**src/rtl/exc_ctrl_pkg.sv**
```systemverilog
`default_nettype none
// ============================================================================
//  Module      : exc_ctrl_pkg
//  Description : Shared exception type codes, Status bit indices, mem_exc bit
//                positions and exception vectors for the exception stage.
//  Revision    : 1.0 - initial release
// ============================================================================
package exc_ctrl_pkg;

    // Exception type delivered to cp0
    typedef enum logic [3:0] {
        EXC_NONE  = 4'd0,
        EXC_INTR  = 4'd1,
        EXC_ADEL1 = 4'd2,
        EXC_ADEL2 = 4'd3,
        EXC_ADES  = 4'd4,
        EXC_OV    = 4'd5,
        EXC_SYSC  = 4'd6,
        EXC_BP    = 4'd7,
        EXC_RI    = 4'd8,
        EXC_ERET  = 4'd9
    } exc_t;

    // Source of the bad-address value
    typedef enum logic [1:0] {
        BADDR_ZERO = 2'd0,
        BADDR_PC   = 2'd1,
        BADDR_ADDR = 2'd2
    } baddr_sel_t;

    // Redirect FSM
    typedef enum logic [0:0] {
        ST_IDLE     = 1'b0,
        ST_REDIRECT = 1'b1
    } state_t;

    // Status register bit indices
    localparam int C_STATUS_BEV = 22;
    localparam int C_STATUS_EXL = 1;

    // mem_exc bit positions
    localparam int C_MEXC_ADEL_IF = 0;
    localparam int C_MEXC_BP      = 1;
    localparam int C_MEXC_SYSC    = 2;
    localparam int C_MEXC_OV      = 3;
    localparam int C_MEXC_RI      = 4;
    localparam int C_MEXC_ERET    = 5;
    localparam int C_MEXC_ADEL_LD = 6;
    localparam int C_MEXC_ADES    = 7;

    // Exception vectors
    localparam logic [31:0] C_VEC_BEV1 = 32'hBFC0_0380;
    localparam logic [31:0] C_VEC_BEV0 = 32'h8000_0180;

endpackage : exc_ctrl_pkg
`default_nettype wire

```
**src/rtl/exc_ctrl_prio_enc.sv**
```systemverilog
`default_nettype none
// ============================================================================
//  Module      : exc_ctrl_prio_enc
//  Description : Priority encoder from {interrupt, MEM exception flags} to a
//                single exception type plus the bad-address source select.
//  Revision    : 1.0 - initial release
// ============================================================================
module exc_ctrl_prio_enc
    import exc_ctrl_pkg::*;
(
    input  logic       exc_intr,
    input  logic [7:0] mem_exc,
    output exc_t       exc_type,
    output baddr_sel_t baddr_sel
);

    // Fixed priority: Intr > AdEL1 > RI > Ov > SysC > Bp > ERET > AdEL2 > AdES
    always_comb begin
        exc_type  = EXC_NONE;
        baddr_sel = BADDR_ZERO;
        if (exc_intr) begin
            exc_type  = EXC_INTR;
        end else if (mem_exc[C_MEXC_ADEL_IF]) begin
            exc_type  = EXC_ADEL1;
            baddr_sel = BADDR_PC;
        end else if (mem_exc[C_MEXC_RI]) begin
            exc_type  = EXC_RI;
        end else if (mem_exc[C_MEXC_OV]) begin
            exc_type  = EXC_OV;
        end else if (mem_exc[C_MEXC_SYSC]) begin
            exc_type  = EXC_SYSC;
        end else if (mem_exc[C_MEXC_BP]) begin
            exc_type  = EXC_BP;
        end else if (mem_exc[C_MEXC_ERET]) begin
            exc_type  = EXC_ERET;
        end else if (mem_exc[C_MEXC_ADEL_LD]) begin
            exc_type  = EXC_ADEL2;
            baddr_sel = BADDR_ADDR;
        end else if (mem_exc[C_MEXC_ADES]) begin
            exc_type  = EXC_ADES;
            baddr_sel = BADDR_ADDR;
        end
    end

endmodule : exc_ctrl_prio_enc
`default_nettype wire

```
**src/rtl/exc_ctrl.sv**
```systemverilog
`default_nettype none
// ============================================================================
//  Module      : exc_ctrl
//  Description : Exception arbitration and redirect stage between MEM and cp0.
//                Selects one exception, drives cp0, kills the MEM access,
//                flushes the pipe and holds the redirect PC until fetch
//                accepts it.
//  Revision    : 1.0 - initial release
// ============================================================================
module exc_ctrl
    import exc_ctrl_pkg::*;
#(
    parameter logic [31:0] VEC_BEV1 = C_VEC_BEV1,
    parameter logic [31:0] VEC_BEV0 = C_VEC_BEV0
) (
    input  logic        clk,
    input  logic        rst,
    input  logic        mem_valid_i,
    input  logic [31:0] mem_pc_i,
    input  logic        mem_inslot_i,
    input  logic [31:0] mem_addr_i,
    input  logic [7:0]  mem_exc_i,
    input  logic        exc_intr_i,
    input  logic [31:0] status_i,
    input  logic [31:0] epc_i,
    input  logic        redirect_ready_i,
    output logic        cp0_exc_flag_o,
    output exc_t        cp0_exc_type_o,
    output logic [31:0] cp0_pc_o,
    output logic [31:0] cp0_baddr_o,
    output logic        cp0_inslot_o,
    output logic        mem_cancel_o,
    output logic        flush_o,
    output logic        redirect_valid_o,
    output logic [31:0] redirect_pc_o
);

    state_t      r_state;
    state_t      w_state_nxt;
    logic [31:0] r_redirect_pc;
    logic        w_take;
    exc_t        w_type;
    baddr_sel_t  w_baddr_sel;
    logic [31:0] w_target;

    // EXL and the remaining Status bits are cp0's business, not this stage's
    logic        w_unused_status;
    assign w_unused_status = ^{status_i[31:C_STATUS_BEV+1], status_i[C_STATUS_BEV-1:0]};

    exc_ctrl_prio_enc u_prio_enc (
        .exc_intr  (exc_intr_i),
        .mem_exc   (mem_exc_i),
        .exc_type  (w_type),
        .baddr_sel (w_baddr_sel)
    );

    // An exception is taken only from IDLE and only against a real instruction
    assign w_take = (r_state == ST_IDLE) & mem_valid_i & (exc_intr_i | (|mem_exc_i));

    // ERET returns to EPC; everything else goes to the BEV-selected vector
    assign w_target = (w_type == EXC_ERET) ? epc_i
                    : (status_i[C_STATUS_BEV] ? VEC_BEV1 : VEC_BEV0);

    assign cp0_exc_flag_o   = w_take;
    assign cp0_exc_type_o   = w_take ? w_type : EXC_NONE;
    assign cp0_pc_o         = mem_pc_i;
    assign cp0_inslot_o     = mem_inslot_i;
    assign mem_cancel_o     = w_take;
    assign flush_o          = w_take | (r_state == ST_REDIRECT);
    assign redirect_valid_o = (r_state == ST_REDIRECT);
    assign redirect_pc_o    = r_redirect_pc;

    // Bad address mux, zero when nothing is taken
    always_comb begin
        cp0_baddr_o = 32'h0;
        if (w_take) begin
            case (w_baddr_sel)
                BADDR_PC:   cp0_baddr_o = mem_pc_i;
                BADDR_ADDR: cp0_baddr_o = mem_addr_i;
                default:    cp0_baddr_o = 32'h0;
            endcase
        end
    end

    // State register
    always_ff @(posedge clk) begin
        if (rst) begin
            r_state <= ST_IDLE;
        end else begin
            r_state <= w_state_nxt;
        end
    end

    // Next-state logic
    always_comb begin
        w_state_nxt = r_state;
        case (r_state)
            ST_IDLE:     if (w_take)           w_state_nxt = ST_REDIRECT;
            ST_REDIRECT: if (redirect_ready_i) w_state_nxt = ST_IDLE;
            default:                           w_state_nxt = ST_IDLE;
        endcase
    end

    // Redirect target: captured on take, held through REDIRECT, cleared on handshake
    always_ff @(posedge clk) begin
        if (rst) begin
            r_redirect_pc <= 32'h0;
        end else if (w_take) begin
            r_redirect_pc <= w_target;
        end else if ((r_state == ST_REDIRECT) && redirect_ready_i) begin
            r_redirect_pc <= 32'h0;
        end
    end

endmodule : exc_ctrl
`default_nettype wire
```
**config.mk**
```make
export PLATFORM = sky130hd
export DESIGN_NAME = exc_ctrl
export DESIGN_NICKNAME = d
export VERILOG_FILES = /design/src/rtl/exc_ctrl_pkg.sv /design/src/rtl/exc_ctrl_prio_enc.sv /design/src/rtl/exc_ctrl.sv
export SDC_FILE = /design/constraint.sdc
export NUM_CORES = 1
export LEC_CHECK = 0
export ABC_CLOCK_PERIOD_IN_PS = 4800
export BUFFER_PORTS_ARGS = -buffer_cell sky130_fd_sc_hd__buf_2
export CORE_AREA = 2 2 97 99
export CTS_BUF_LIST = sky130_fd_sc_hd__clkbuf_16
export DETAILED_ROUTE_END_ITERATION = 6
export DIE_AREA = 0 0 99 101
export PLACE_DENSITY = 0.64
export SETUP_SLACK_MARGIN = 0.3
export SYNTH_ARGS = -nofsm -noshare
export SYNTH_HDL_FRONTEND = slang
export SYNTH_SLANG_ARGS = --single-unit
```
**constraint.sdc**
```tcl
create_clock -name clk -period 4.8 [get_ports clk]
set_clock_uncertainty 0.05 [all_clocks]
set_input_delay 0.72 -clock clk [delete_from_list [all_inputs] [get_ports clk]]
set_output_delay 0.72 -clock clk [all_outputs]
set_load 0.01 [all_outputs]
```
==> results.ini <==
[clock_network]
cts_tree = done
cts_resized = 0
cts_made_buffers = 5
clk_path_buf_depth = 2
clock_latency_ns = 0.27
root_buffer = clkbuf_16
cts.sink_count = 33
post_cts_buffers = 0
ctsHoldBuffers = 0
path_clk_slew_ns = 0.05
cts_max_level = 2

[placed_design]
pre_cts_ws_ns = 0.946
port_buffers = 213
place.gp.congestion = 0.708
place_hpwl_um = 5680

[worst_setup_path]
critPathKind = input pin to output pin
required_ns = 4.03
critPathMaxFanout = 32
arrival_ns = 3.07
end_kind = output pin
r2r_start = redirect_valid_o
crit_path_start = mem_exc_i[1]
start_kind = input pin

[routing]
first_pass_iters = 4
avgViaCountPerCell = 4.56
drc = 0
routed_wl_um = 7050
antenna_left = 0
vias = 2406
drt-initial-drc-count = 82
wl_per_cell_um = 13.4

[yosys]
synth-seq-cells = 33
synth_top_area_frac = 0.328
yosysSeqAreaShare = 0.328
syn_avg_cell_area_um2 = 8.15
synthTopCellsByArea = dfxtp_1, buf_4, a22oi_1
synth-edff-count = 0
synth_cells = 247
synth_fp_nets = 391
synth-main-ff-cell = dfxtp_1
synth_warnings = 0
syn_area_um2 = 2010
yosysTopAreaCell = dfxtp_1
async_flop_share = 0
synth.distinct_cells = 28

[sta]
max_slew_margin = 0.181
tns_ns = 0
finalHoldViolCount = 0
rsz0062_at_grt = false
slew_violations = 0
timing.final.crit_period_ns = 3.84
setup_viol = 0
fmax_ghz = 0.260
timing.final.crit_share = 0.800
setup_ws_ns = 0.959
tightest_slew_ns = 1.22

[cells_and_area]
drive_above_1_share = 0.544
fin_nets = 560
final_cell_mix = buf_2, nor2_1, dfxtp_1, a22oi_1, a22o_1
antenna_cells = 0
area_growth_pct = 49.8
multi_input_area_um2 = 985
final_common_cell = buf_2
register_area_um2 = 661
fillers = 944

[die]
die_y_um = 101
fp.dieArea_um2 = 10000
io_pins = 247
core_area_um2 = 8980
start_util = 0.224
rows = 35
die_w_um = 99

[pwr]
p_leak_nw = 1.58
powerDensity_nw_per_um2 = 245
ir_drop_uv = 224

[global_routing]
grt_max_degree = 33
overflow = 0
antenna_found_initial = 0
first_global_vias = 2204
track_usage = 0.128
grt_pass1_wl_um = 10700

[run]
maxCapViolations = 0

[status]
outcome = completed

[hold_path]
hp-start = redirect_pc_o[31]
hold_class = flop to flop

registers in the layout (all words and copies together) (netlist names):
name              flops
redirect_pc_o        32
redirect_valid_o      1
final timing paths:
path | end | slack [ns] | cells past startpoint
worst max-delay path | cp0_baddr_o[3] | 0.96 | 8
worst max register to register | redirect_pc_o[21] | 2.67 | 5
worst min register to register | redirect_pc_o[31] | 0.42 | 2
worst min-delay path | redirect_pc_o[31] | 0.42 | 2
synthesized netlist by cell type (all sizes together) (2+ instances only):
cell	number
buf	44
nor2	38
dfxtp	33
a22oi	32
a22o	20
a21oi	17
nand2	13
a211oi	9
clkbuf	8
nor3	6
nand3	5
inv	4
o21ai	4
nand2b	3
and3	2
ha	2
worst max-delay path, cell delays in order:
cell and delay [ns]:
buf_2 0.13, nor3_4 0.30, nand2_1 0.07, or3_1 0.37
ha_1 0.29, nand2b_1 0.85, nor2_1 0.13, buf_2 0.19
power by group:
| group | internal, mW | switching (mW) |
|---|---|---|
| clock | 0.188 | 0.111 |
| combinational | 0.0686 | 0.0823 |
| sequential | 0.283 | 0.00473 |
| total | 0.540 | 0.198 |
metrics by stage:
stage / cell area [µm²] / cells / hold slack [ns] / util / power, mW
4_1_cts: 3010 / 528 / 0.420 / 0.336 / 0.744
6_report: 3010 / 528 / 0.417 / 0.336 / 0.738
2_1_floorplan: 2010 / 247 / 0.442 / - / 0.380
3_3_place_gp: 2880 / 520 / 0.408 / 0.320 / 0.442
5_1_grt: 3010 / 528 / 0.436 / 0.336 / 0.776
3_5_place_dp: 2880 / 520 / 0.408 / 0.320 / 0.444
metal layers:
layer	vias to the layer above	routed length, µm	GRT usage
li1	1195	-	-
met1	1074	2790	0.152
met2	133	3560	0.228
met3	4	653	0.0347
met4	0	52	0.0327
met5	-	0	0
cell type report:
| type | count | share of cell area |
|---|---|---|
| clock inverter | 3 | 0.00457 |
| tap | 111 | 0.0461 |
| timing repair buffer | 214 | 0.356 |
| sequential | 33 | 0.219 |
| clock buffer | 5 | 0.0415 |
| inverter | 4 | 0.00581 |
| multi-input combinational | 158 | 0.327 |
cells by family (layout without fill, tap and decap cells):
| family | after synthesis | after routing | share of synthesized area |
|---|---|---|---|
| buffers and inverters | 56 | 226 | 0.185 |
| and+or+nand+nor | 71 | 71 | 0.169 |
| DFF | 33 | 33 | 0.328 |
| adders and majority gates | 2 | 2 | 0.0124 |
| AOI/OAI and AO/OA | 85 | 85 | 0.306 |
(Power assumes the default switching activity.)
